## config.mk

```make
export PLATFORM = sky130hd
export DESIGN_NAME = nios_system_cpu_mul_seq
export DESIGN_NICKNAME = d
export VERILOG_FILES = /design/src/rtl/nios_system_cpu_mul_seq.sv
export SDC_FILE = /design/constraint.sdc
export NUM_CORES = 1
export LEC_CHECK = 0
export ABC_CLOCK_PERIOD_IN_PS = 7710
export CELL_PAD_IN_SITES_DETAIL_PLACEMENT = 1
export CELL_PAD_IN_SITES_GLOBAL_PLACEMENT = 1
export CORE_MARGIN = 4
export CORE_UTILIZATION = 45
export DETAILED_ROUTE_END_ITERATION = 8
export GPL_TIMING_DRIVEN = 0
export PLACE_DENSITY = 0.9
export SYNTH_ARGS = -nofsm -noshare
export SYNTH_HDL_FRONTEND = slang
export SYNTH_SLANG_ARGS = --single-unit
```

## constraint.sdc

```tcl
create_clock -name clk -period 7.71 [get_ports clk]
set_clock_uncertainty 0.2 [all_clocks]
set_input_delay 1.542 -clock clk [delete_from_list [all_inputs] [get_ports clk]]
set_output_delay 1.542 -clock clk [all_outputs]
set_load 0.02 [all_outputs]
```

## src/rtl/nios_system_cpu_mul_seq.sv

```systemverilog
// Multiply sequencer feeding an external 32x32 multiply cell (low-word result,
// CELL_LATENCY cycles). MUL uses one full-width pass; MULXUU/MULXSU/MULXSS run
// four 16x16 passes plus a signed correction of the high word.
// Ports: clk/reset (sync, active-high), abort (flush), req_* request handshake,
// resp_* result handshake, mul_src1/2 -> cell, mul_cell_result <- cell.
module nios_system_cpu_mul_seq #(
  parameter int unsigned CELL_LATENCY = 1
) (
  input  logic        clk,
  input  logic        reset,
  input  logic        abort,
  input  logic        req_valid,
  output logic        req_ready,
  input  logic [1:0]  req_op,
  input  logic [31:0] req_src1,
  input  logic [31:0] req_src2,
  output logic        resp_valid,
  input  logic        resp_ready,
  output logic [31:0] resp_data,
  output logic [31:0] mul_src1,
  output logic [31:0] mul_src2,
  input  logic [31:0] mul_cell_result
);

  typedef enum logic [1:0] {S_IDLE, S_RUN, S_CORR, S_DONE} state_t;
  typedef enum logic [1:0] {OP_MUL, OP_MULXUU, OP_MULXSU, OP_MULXSS} op_t;

  localparam logic [2:0] LAT = 3'(CELL_LATENCY);

  state_t      state_q, state_d;
  op_t         op_q, op_d;
  logic [31:0] a_q, a_d;
  logic [31:0] b_q, b_d;
  logic [63:0] acc_q, acc_d;
  logic [1:0]  pass_q, pass_d;
  logic [2:0]  cnt_q, cnt_d;
  logic        resp_valid_q, resp_valid_d;
  logic [31:0] resp_data_q, resp_data_d;
  logic [31:0] src1_q, src1_d;
  logic [31:0] src2_q, src2_d;

  logic [63:0] r64;
  logic [63:0] term;
  logic [31:0] sub_a, sub_b, hi_corr;
  logic [63:0] next_ops;

  // Operand pair {src1, src2} for a given pass; MULX passes use zero-extended halves.
  function automatic logic [63:0] pass_ops(input op_t op, input logic [1:0] p,
                                           input logic [31:0] a, input logic [31:0] b);
    logic [31:0] s1, s2;
    if (op == OP_MUL) begin
      s1 = a;
      s2 = b;
    end else begin
      s1 = p[0] ? {16'h0000, a[31:16]} : {16'h0000, a[15:0]};
      s2 = p[1] ? {16'h0000, b[31:16]} : {16'h0000, b[15:0]};
    end
    return {s1, s2};
  endfunction

  assign req_ready  = (state_q == S_IDLE) && !abort;
  assign resp_valid = resp_valid_q;
  assign resp_data  = resp_data_q;
  assign mul_src1   = src1_q;
  assign mul_src2   = src2_q;

  always_comb begin
    r64 = {32'h0000_0000, mul_cell_result};
    case (pass_q)
      2'd0:    term = r64;
      2'd1,
      2'd2:    term = r64 << 16;
      default: term = r64 << 32;
    endcase
    // Unsigned high word corrected to signed: subtract B when A is negative
    // (SU and SS), subtract A when B is negative (SS only).
    sub_b   = (op_q[1] && a_q[31]) ? b_q : '0;
    sub_a   = ((op_q == OP_MULXSS) && b_q[31]) ? a_q : '0;
    hi_corr = acc_q[63:32] - sub_b - sub_a;
    next_ops = pass_ops(op_q, pass_q + 2'd1, a_q, b_q);
  end

  always_comb begin
    state_d      = state_q;
    op_d         = op_q;
    a_d          = a_q;
    b_d          = b_q;
    acc_d        = acc_q;
    pass_d       = pass_q;
    cnt_d        = cnt_q;
    resp_valid_d = resp_valid_q;
    resp_data_d  = resp_data_q;
    src1_d       = src1_q;
    src2_d       = src2_q;

    case (state_q)
      S_IDLE: begin
        src1_d = '0;
        src2_d = '0;
        if (req_valid && req_ready) begin
          op_d   = op_t'(req_op);
          a_d    = req_src1;
          b_d    = req_src2;
          acc_d  = '0;
          pass_d = '0;
          cnt_d  = '0;
          {src1_d, src2_d} = pass_ops(op_t'(req_op), 2'd0, req_src1, req_src2);
          state_d = S_RUN;
        end
      end
      S_RUN: begin
        if (cnt_q == LAT) begin
          cnt_d = '0;
          if (op_q == OP_MUL) begin
            acc_d        = r64;
            resp_data_d  = mul_cell_result;
            resp_valid_d = 1'b1;
            src1_d       = '0;
            src2_d       = '0;
            state_d      = S_DONE;
          end else begin
            acc_d = acc_q + term;
            if (pass_q == 2'd3) begin
              src1_d  = '0;
              src2_d  = '0;
              state_d = S_CORR;
            end else begin
              pass_d           = pass_q + 2'd1;
              {src1_d, src2_d} = next_ops;
            end
          end
        end else begin
          cnt_d = cnt_q + 3'd1;
        end
      end
      S_CORR: begin
        resp_data_d  = hi_corr;
        resp_valid_d = 1'b1;
        state_d      = S_DONE;
      end
      default: begin
        if (resp_ready) begin
          resp_valid_d = 1'b0;
          state_d      = S_IDLE;
        end
      end
    endcase

    if (abort) begin
      state_d      = S_IDLE;
      resp_valid_d = 1'b0;
      src1_d       = '0;
      src2_d       = '0;
    end
  end

  always_ff @(posedge clk) begin
    if (reset) begin
      state_q      <= S_IDLE;
      op_q         <= OP_MUL;
      a_q          <= '0;
      b_q          <= '0;
      acc_q        <= '0;
      pass_q       <= '0;
      cnt_q        <= '0;
      resp_valid_q <= 1'b0;
      resp_data_q  <= '0;
      src1_q       <= '0;
      src2_q       <= '0;
    end else begin
      state_q      <= state_d;
      op_q         <= op_d;
      a_q          <= a_d;
      b_q          <= b_d;
      acc_q        <= acc_d;
      pass_q       <= pass_d;
      cnt_q        <= cnt_d;
      resp_valid_q <= resp_valid_d;
      resp_data_q  <= resp_data_d;
      src1_q       <= src1_d;
      src2_q       <= src2_d;
    end
  end

endmodule

```

== After elaboration in Yosys (flattened, before gate mapping) ==
Index checks and enable logic that the tools add are counted.

* Input port bits: 103
* Output and inout port bits: 98
* Bits in registers: 234
* Logic and storage cells: 95

* Equal/unequal tests: 13
* Bitwise operators: 1
* Reduce and logical (&&, ||, !) cells: 23
* Add/subtract/negate cells: 5
* Muxes and demuxes: 42

{| class="wikitable"
|+ Operators by type and width
! kind !! count
|-
| $mux W32 || 10
|-
| $pmux W64 S2 || 2
|-
| $mux W64 || 3
|-
| $pmux W32 S2 || 3
|-
| $mux W16 || 6
|-
| $add A64 B64 Y64 || 1
|-
| $sub A32 B32 Y32 || 2
|-
| $mux W2 || 9
|-
| $eq A2 B2 Y1 const B || 4
|-
| $logic_not A2 Y1 || 4
|-
| $ne A2 B2 Y1 const B || 4
|-
| $reduce_and A4 Y1 || 2
|-
| $mux W3 || 2
|-
| $pmux W2 S3 || 1
|-
| $pmux W3 S2 || 1
|-
| $reduce_and A2 Y1 || 3
|-
| $reduce_and A3 Y1 || 2
|-
| $reduce_and A5 Y1 || 1
|-
| $eq A2 B1 Y1 const B || 2
|-
| $logic_and A1 B1 Y1 || 4
|-
| $pmux W2 S2 || 1
|-
| $reduce_bool A2 Y1 || 2
|-
| $reduce_bool A4 Y1 || 1
|-
| $reduce_or A2 Y1 || 2
|-
| 10 further kinds || 12
|}

== Depth between registers and ports, before layout ==
Gate-level depths: netlist of run 1.

* Word-level depth: 7
* Gate-level depth with buffers: 22
* Depth with buffers taken out: 18

== Worst setup path before layout of run 1 ==
OpenSTA, ideal clock, no wires.

* Path kind: flip-flop to flip-flop
* From: reg pass_q[0]
* To: reg acc_q[63]
* Clock period less this slack: 4,998 ps
* Library setup time: 119 ps
* Path slack: 2,712 ps
* Required time: 7,391 ps
* Arrival: 4,679 ps
* Stages on the path, launching flop included: 23
* Buffers on the path: 6
* Cell sequence: dfxtp_1 > clkbuf_1 > clkbuf_1 > inv_1 > ha_1 > clkbuf_1 > nor2b_1 > clkbuf_1 > clkbuf_1 > a22o_1 > ha_1 > buf_2 > a21o_1 > o21bai_1 > a21oi_1 > o211ai_1 > o31a_2 > a21oi_2 > o31a_1 > o21ai_2 > xor2_1 > nor3_1 > o21bai_1

* Longest elaborated chain between the ends: 7
* Elaborated cells between the ends (all ways): 9
* Those cells by class: add/sub (1); eq/ne (2); mux (4); reduce/logical (2)

{| class="wikitable"
|+ Ends and longest elaborated chain
! item !! line !! RTL
|-
| from (decl) || 35 || <nowiki>logic [1:0] pass_q, pass_d;</nowiki>
|-
| from (signal assigned) || 176 || <nowiki>pass_q <= pass_d;</nowiki>
|-
| $eq A2 B1 Y1 or $eq A2 B2 Y1 (tied branches) || 69 || <nowiki>case (pass_q)</nowiki>
|-
| $reduce_or A2 Y1 || 69 ||
|-
| $pmux W64 S2 (*) || 69 ||
|-
| $add A64 B64 Y64 (*) || 122 || <nowiki>acc_d = acc_q + term;</nowiki>
|-
| $mux W64 (*) || 114 || <nowiki>if (op_q == OP_MUL) begin</nowiki>
|-
| $mux W64 (*) || 112 || <nowiki>if (cnt_q == LAT) begin</nowiki>
|-
| $pmux W64 S2 (*) || 96 || <nowiki>case (state_q)</nowiki>
|-
| to (signal assigned) || 163 || <nowiki>acc_q <= '0;</nowiki>
|-
| to (signal assigned) || 175 || <nowiki>acc_q <= acc_d;</nowiki>
|-
| to (decl) || 34 || <nowiki>logic [63:0] acc_q, acc_d;</nowiki>
|}

Mark *: on every way between the ends. The rest lies on a longest branch, timed or not. The select of a mux whose other input is x is not followed.
A chain may end at the register's enable or synchronous reset.

== Worst setup path in the final report of run 1 ==
* From: reg pass_q[0]
* To: reg acc_q[58]

Same word-level chain as after synthesis.

==> impl_results.md, run 1 <==
- Synth Area per Inst: 7.54 um^2
- Cell repeated most along the worst path: clkbuf_1
- Via-per-instance ratio: 6.20
- Post-synthesis compound-gate area fraction: 0.245
- Final nets: 2658
- Slowest CP cell: clkbuf_1
- Synthesized instance count: 2193
- Iteration-0 DRC Markers: 1498
- Worst path cell trace: clkbuf_1 > clkbuf_1 > inv_1 > ha_1 > clkbuf_1 > clkbuf_1 > clkbuf_1 > nand2_1 > o21ai_0 > ha_1 > a21oi_1 > inv_1 > a21oi_1 > nor2_1 > a211oi_1 > o21ai_0 > a21oi_1 > o21bai_1 > a31oi_1 > xor2_1 > o21ai_0
- Synth area leader: dfxtp_1
- Final Cycle Share: 0.922
- Area contributors post-synth: dfxtp_1 28%, ha_1 7.7%, nand2_1 7.4%, a21oi_1 6.0%, nor2_1 4.8%
- DR WL/cell: 25.2 um
- Max-slew headroom: 0.220
- Max H-tree Level: 1
- CP peak stage delay: 0.64 ns
- Total Wirelength: 73100 um
- First-pass GRT wire length: 111000 um
- FMAX: 141 MHz
- Resized Gates After CTS: 0
- Placed wire-length estimate: 57900 um
- CTS tree: built
- Setup CP Type: register to register
- Peak supply drop: 0.137 mV
- P_leak: 7.93 nW
- CTS Buffer Depth: 3
- Largest net degree at the start of global routing: 14
- Syn_nets: 2430
- Pint: 2.12 mW
- Worst-skew pair later-pin latency: 0.56 ns
- Root Driver: clkbuf_16
- Vias in the first global route: 18600
- Ports: 201
- Post-DRT Antenna Nets: 0
- Area of the multi-input gates: 10900 um^2
- Status: complete, no violations
- Final core occ: 0.556
- Clock power frac: 0.409
- Simple-Gate Fraction of Synth Area: 0.219
- Synth Cell Area: 16500 um^2
- Clk sinks: 234
- Crit-path max FO: 10
- Die Y: 200 um
- Max-slew violations: 0
- Mux share of post-synthesis cell area: 0.0321
- Seq cells post-synth: 234
- Die ar.: 39900 um^2
- Crit end category: register
- Vias: 18000
- Final hold vios: 0
- Post-CTS Setup Bufs: 0
- Final hold slack: 0.277 ns
- RSZ-0062 raised after global routing: no
- Type of the tightest min-delay check: register to register
- TritonCTS buffer count: 27
- # DRC: 0
- Non-Filler Instances: 2903
- Slew @ Worst Pin: 1.14 ns
- # fillers: 4507
- Cts hold-fix bufs: 0
- Type of origin of the critical path: register
- Final setup fails: 0
- Starting Density: 0.461
- Post-synthesis xor/xnor area fraction: 0.0455
- Asr flop ratio synth: 0
- Share of the synthesized area in the top cell type: 0.283
- Dpl cells: 2853
- Proportion of layout cells with a drive suffix above 1: 0.0348
- Post-synth cell types: 76
- Combinational share of power: 0.171
- Max Cap Violations: 0
- Sequential cell area fraction in the yosys report: 0.283
- Top_reg_cell synth: dfxtp_1
- NetSw: 0.929 mW
- Net Sw Frac: 0.304
- Final min period: 7.11 ns
- Reg area: 4680 um^2
- Worst EP required: 7.94 ns
- Core region area: 35900 um^2
- Critical Path AT: 7.34 ns
- Total gr overflow: 0
- PwrDens: 153 nW/um^2
- Area growth from synthesis to layout: 20.6%
- Adder-cell share of the synthesized area: 0.116
- Port Buffer Count: 199
- Clock transition at path regs: 0.07 ns
- Row cnt: 69
- Die X: 200 um
- Post-synth EDFFs: 0
- Synth warnings: 0
- Sequential fraction of design power: 0.420
- Total design power: 3.05 mW
- Antenna violations before repair: 1
- Largest family of logic cells by synthesized area: compound AO/OA/AOI/OAI gates
- DRT Pass-1 Iters: 5
- Final GP Congestion: 0.981
- Setup TNS: 0 ns
- GRT Util Overall: 0.355
[cell type report]
type,count,share of cell area
Sequential cell,234,0.235
Clock inverter,12,0.00370
Tap cell,461,0.0289
Timing Repair Buffer,199,0.0998
Antenna cell,1,0.000125
Inverter,110,0.0207
Buffer,147,0.0285
Multi-Input combinational cell,1702,0.545
Clock buffer,37,0.0383
[power by group through the flow]
stage                     clock network, mW  logic [mW]  registers, mW
after CTS                              1.25       0.509           1.28
after detailed placement                  0       0.499           1.31
after global routing                   1.31       0.553           1.29
after global placement                    0       0.482           1.31
after floorplan                           0       0.237           1.32
final                                  1.25       0.521           1.28
[per-stage QoR]
step	area [um^2]	setup slack, ns
after floorplan	16500	2.71
after global placement	19100	1.07
after detailed placement	19100	0.812
after CTS	20000	0.743
after global routing	20000	0.344
final	20000	0.604
[critical path: cells and delay by family, from the launching register on]
| kind | cells | cell delay, ns |
|---|---|---|
| AO/OA/AOI/OAI | 9 | 2.42 |
| XOR/XNOR | 1 | 0.17 |
| buffers and inverters | 7 | 2.85 |
| flip-flops | 1 | 0.39 |
| adder cells (fa/ha/maj) | 2 | 0.75 |
| AND/OR/NAND/NOR | 2 | 0.16 |
[cell families (layout without fill, tap and decap cells)]
| logic type | count (synthesis) | in the layout |
|---|---|---|
| AND/OR/NAND/NOR | 805 | 805 |
| buffers and inverters | 257 | 505 |
| flip-flops | 234 | 234 |
| adder cells (fa/ha/maj) | 134 | 134 |
| multiplexers | 53 | 53 |
| AO/OA/AOI/OAI | 624 | 624 |
| other | 0 | 1 |
| XOR/XNOR | 86 | 86 |
[cell usage after synthesis (3+ instances only)]
cell type,n
nand2_1,327
dfxtp_1,234
nor2_1,213
a21oi_1,197
clkbuf_1,124
o21ai_0,115
inv_1,110
ha_1,102
and2_1,63
a211oi_1,60
a21o_1,60
mux2i_1,52
nor3_1,48
xnor2_1,43
xor2_1,43
and3_1,39
a32oi_1,36
nand3_1,33
fa_1,32
nand4_1,27
a22o_1,24
a22oi_1,22
o21bai_1,20
buf_2,13
nand2b_1,13
nor2b_1,11
a31oi_1,10
buf_1,9
o21ai_1,9
o21a_1,8
a311oi_1,6
and4_1,6
or2_2,6
or3_1,6
a21oi_2,5
o31ai_1,5
o211ai_1,4
o221ai_1,4
o22ai_1,4
a41oi_1,3
nor3b_1,3
nor4_1,3
[routing by layer]
| metal | vias to the layer above | part of all wire | global-route usage |
|---|---|---|---|
| li1 | 8140 | - | - |
| met1 | 8810 | 0.42 | 0.484 |
| met2 | 850 | 0.44 | 0.549 |
| met3 | 188 | 0.092 | 0.0757 |
| met4 | 2 | 0.049 | 0.146 |
| met5 | - | 0.00027 | 0 |
[path summary, 6_finish.rpt]
kind	from	to	slack [ns]	cells past startpoint
max reg2reg	pass_q[0]	acc_q[58]	0.60	21
min reg2reg	acc_q[18]	acc_q[18]	0.28	2
min	acc_q[18]	acc_q[18]	0.28	2
max	pass_q[0]	acc_q[58]	0.60	21
[sequential cells by signal (all words and copies together), names as in the netlist, 3 cells and up]
signal,cells
a_q,32
acc_q,64
b_q,32
cnt_q,3
mul_src1,32
mul_src2,32
resp_data,32
[cell usage in the layout (no fill, tap or decap), types with 39 or more instances in the layout]
master and instances:
xnor2_1 43, clkdlybuf4s50_1 199, mux2i_1 52, ha_1 102, nor3_1 48, a211oi_1 60
o21ai_0 115, dfxtp_1 234, a21o_1 60, and3_1 39, and2_1 63, nor2_1 213
nand2_1 327, xor2_1 43, inv_1 110, a21oi_1 197, clkbuf_1 129
Power figures use the tool's default switching activity.
==> run 2, diff against run 1 <==
Settings changed: CAP_MARGIN set to 40.
==> run 2 against run 1 <==
Non-clock buffer count grew 4. Power grew 8.0%. Critical path depth is the same. Die area is the same. Utilization grew 0.59 points. Critical endpoint unchanged. Largest power group is now the clock network.
==> impl_results.md, run 2 (synthesis gave the netlist of run 1 again) <==
- Root Driver: clkbuf_16
- Reg2Reg Depth: 21 (unchanged)
- Max Cap Violations: 0 (unchanged)
- Largest net degree at the start of global routing: 16 (+2)
- Setup CP Type: register to register
- Die X: 200 um (unchanged)
- Clock power frac: 0.452 (+0.043)
- Starting Density: 0.461 (unchanged)
- Slew @ Worst Pin: 0.914 ns (-0.223 ns)
- Peak supply drop: 0.166 mV (+21%)
- P_leak: 8.04 nW (+1.4%)
- PwrDens: 163 nW/um^2 (+6.8%)
- Final nets: 2663 (+0.19%)
- DRT Pass-1 Iters: 5 (unchanged)
- RR Endpoint: acc_q[58]
- Type of the tightest min-delay check: register to register
- Final min period: 7.10 ns (-0.00905 ns)
- Total gr overflow: 0 (unchanged)
- Pre-CTS setup slack: 0.796 ns (-0.0155 ns)
- Resized Gates After CTS: 0 (unchanged)
- Worst EP required: 7.96 ns (+0.02 ns)
- Antenna violations before repair: 0 (-1)
- Final Cycle Share: 0.921 (-0.00117)
- Iteration-0 DRC Markers: 1379 (-7.9%)
- Placed wire-length estimate: 58100 um (+0.22%)
- Critical Path AT: 7.35 ns (about the same)
- Final hold vios: 0 (unchanged)
- Crit end category: register
- Top reg by flops: acc_q
- # fillers: 4452 (-1.2%)
- Status: complete, no violations
- CTS tree: built
- Via-per-instance ratio: 6.20 (about the same)
- Proportion of layout cells with a drive suffix above 1: 0.0388 (+0.00400)
- Final setup fails: 0 (unchanged)
- Port Buffer Count: 199 (unchanged)
- Max H-tree Level: 1 (unchanged)
- Pint: 2.31 mW (+8.9%)
- Final GP Congestion: 0.981 (unchanged)
- Sequential fraction of design power: 0.389 (-0.031)
- Die Y: 200 um (unchanged)
- Commonest cells after routing, fill and taps aside: 327 x nand2_1, 234 x dfxtp_1, 213 x nor2_1
- Crit-path max FO: 10 (unchanged)
- Max-slew headroom: 0.391 (+0.170)
- Row cnt: 69 (unchanged)
- GRT Util Overall: 0.355 (about the same)
- Vias in the first global route: 18600 (+0.038%)
- Vias: 18000 (+0.23%)
- Die ar.: 39900 um^2 (unchanged)
- RSZ-0062 raised after global routing: no
- Type of origin of the critical path: register
- Total Wirelength: 73500 um (+0.60%)
- Total design power: 3.30 mW (+8.0%)
- # DRC: 0 (unchanged)
- Area growth from synthesis to layout: 21.9%
- Clock transition at path regs: 0.07 ns (about the same)
- Ports: 201 (unchanged)
- End of the critical path: acc_q[58]
- First-pass GRT wire length: 110000 um (about the same)
- Most common cell after layout, fill and taps aside: nand2_1
- Combinational share of power: 0.159 (-0.012)
- Max FFs per register: 64 (unchanged)
- FMAX: 141 MHz (+0.13%)
- DR WL/cell: 25.3 um (+0.39%)
- Setup WS post-layout: 0.613 ns (+0.00905 ns)
- Core region area: 35900 um^2 (unchanged)
- Cts hold-fix bufs: 0 (unchanged)
- Setup TNS: 0 ns (unchanged)
- Worst R2R Setup Slack: 0.61 ns (about the same)
- Final hold slack: 0.275 ns (-0.00163 ns)
- CTS Buffer Depth: 3 (unchanged)
- NetSw: 0.984 mW (+5.9%)
- Clk sinks: 234 (unchanged)
- Net Sw Frac: 0.299 (-0.00577)
- CP Launch Point: pass_q[0]
- Worst-skew pair later-pin latency: 0.60 ns (+0.04 ns)
- Post-DRT Antenna Nets: 0 (unchanged)
- Max-slew violations: 0 (unchanged)
- Post-CTS Setup Bufs: 0 (unchanged)
- TritonCTS buffer count: 28 (+3.7%)
- R2R Path Start: pass_q[0]
run 2: cell types whose count changed in the layout (fill, tap and decap cells not counted):
cell        delta
clkbuf_1       -4
inv_6          +1
buf_4          +3
clkbuf_8       -1
buf_2          +1
clkinv_4       -1
clkinv_16      +1
bufinv_16      +5
clkbuf_16      +1
clkinv_8       +1
clkinvlp_4     -1
run 2: critical path, cell delays in order (launching register included):
cell and delay (ns):
dfxtp_1 0.42, clkbuf_1 0.51, clkbuf_1 0.62, inv_1 0.24, ha_1 0.34, clkbuf_1 0.41, clkbuf_1 0.59, clkbuf_1 0.39
nand2_1 0.09, o21ai_0 0.40, ha_1 0.40, a21oi_1 0.36, inv_1 0.08, a21oi_1 0.20, nor2_1 0.07, a211oi_1 0.24
o21ai_0 0.13, a21oi_1 0.42, o21bai_1 0.30, a31oi_1 0.28, xor2_1 0.17, o21ai_0 0.09
run 2: power by group through the flow:
| stage | sequential (mW) | clock (mW) | combinational [mW] |
|---|---|---|---|
| 3_5_place_dp | 1.31 | 0 | 0.500 |
| 3_3_place_gp | 1.31 | 0 | 0.482 |
| 6_report | 1.28 | 1.49 | 0.524 |
| 2_1_floorplan | 1.32 | 0 | 0.237 |
| 4_1_cts | 1.28 | 1.49 | 0.511 |
| 5_1_grt | 1.29 | 1.54 | 0.555 |
run 2: routing by layer:
metal	up-vias	wire [um]	global-route usage
li1	8136	-	-
met5	-	0	0
met1	8849	31300	0.482
met3	197	6810	0.0750
met4	0	3010	0.125
met2	849	32400	0.562
run 2: final cells by class:
| class | count | area, um^2 | share of cell area |
|---|---|---|---|
| Multi-Input combinational cell | 1702 | 10900 | 0.539 |
| Sequential cell | 234 | 4680 | 0.232 |
| Timing Repair Buffer | 203 | 2020 | 0.100 |
| Clock buffer | 33 | 759 | 0.0377 |
| Tap cell | 461 | 577 | 0.0286 |
| Buffer | 147 | 569 | 0.0282 |
| Inverter | 110 | 413 | 0.0205 |
| Clock inverter | 18 | 263 | 0.0130 |
| Antenna cell | 1 | 2.50 | 0.000124 |
run 2: worst min path at each step:
| stage | startpoint | to | slack, ns | depth (start not counted) |
|---|---|---|---|---|
| final | resp_data[0] | resp_data[0] | 0.28 | 2 |
| after detailed placement | resp_data[0] | resp_data[0] | 0.27 | 2 |
| after global routing | resp_data[0] | resp_data[0] | 0.29 | 2 |
| after CTS | resp_data[0] | resp_data[0] | 0.27 | 2 |
| after global placement | acc_q[0] | acc_q[0] | 0.24 | 2 |
| after floorplan | acc_q[18] | acc_q[18] | 0.23 | 2 |
run 2: through the flow:
step                instances  area (um^2)   util
finish                   2909        20200  0.561
global route             2908        20200  0.561
global placement         2853        19100  0.532
CTS                      2908        20200  0.561
detailed placement       2857        19100  0.533
floorplan                2193        16500      -
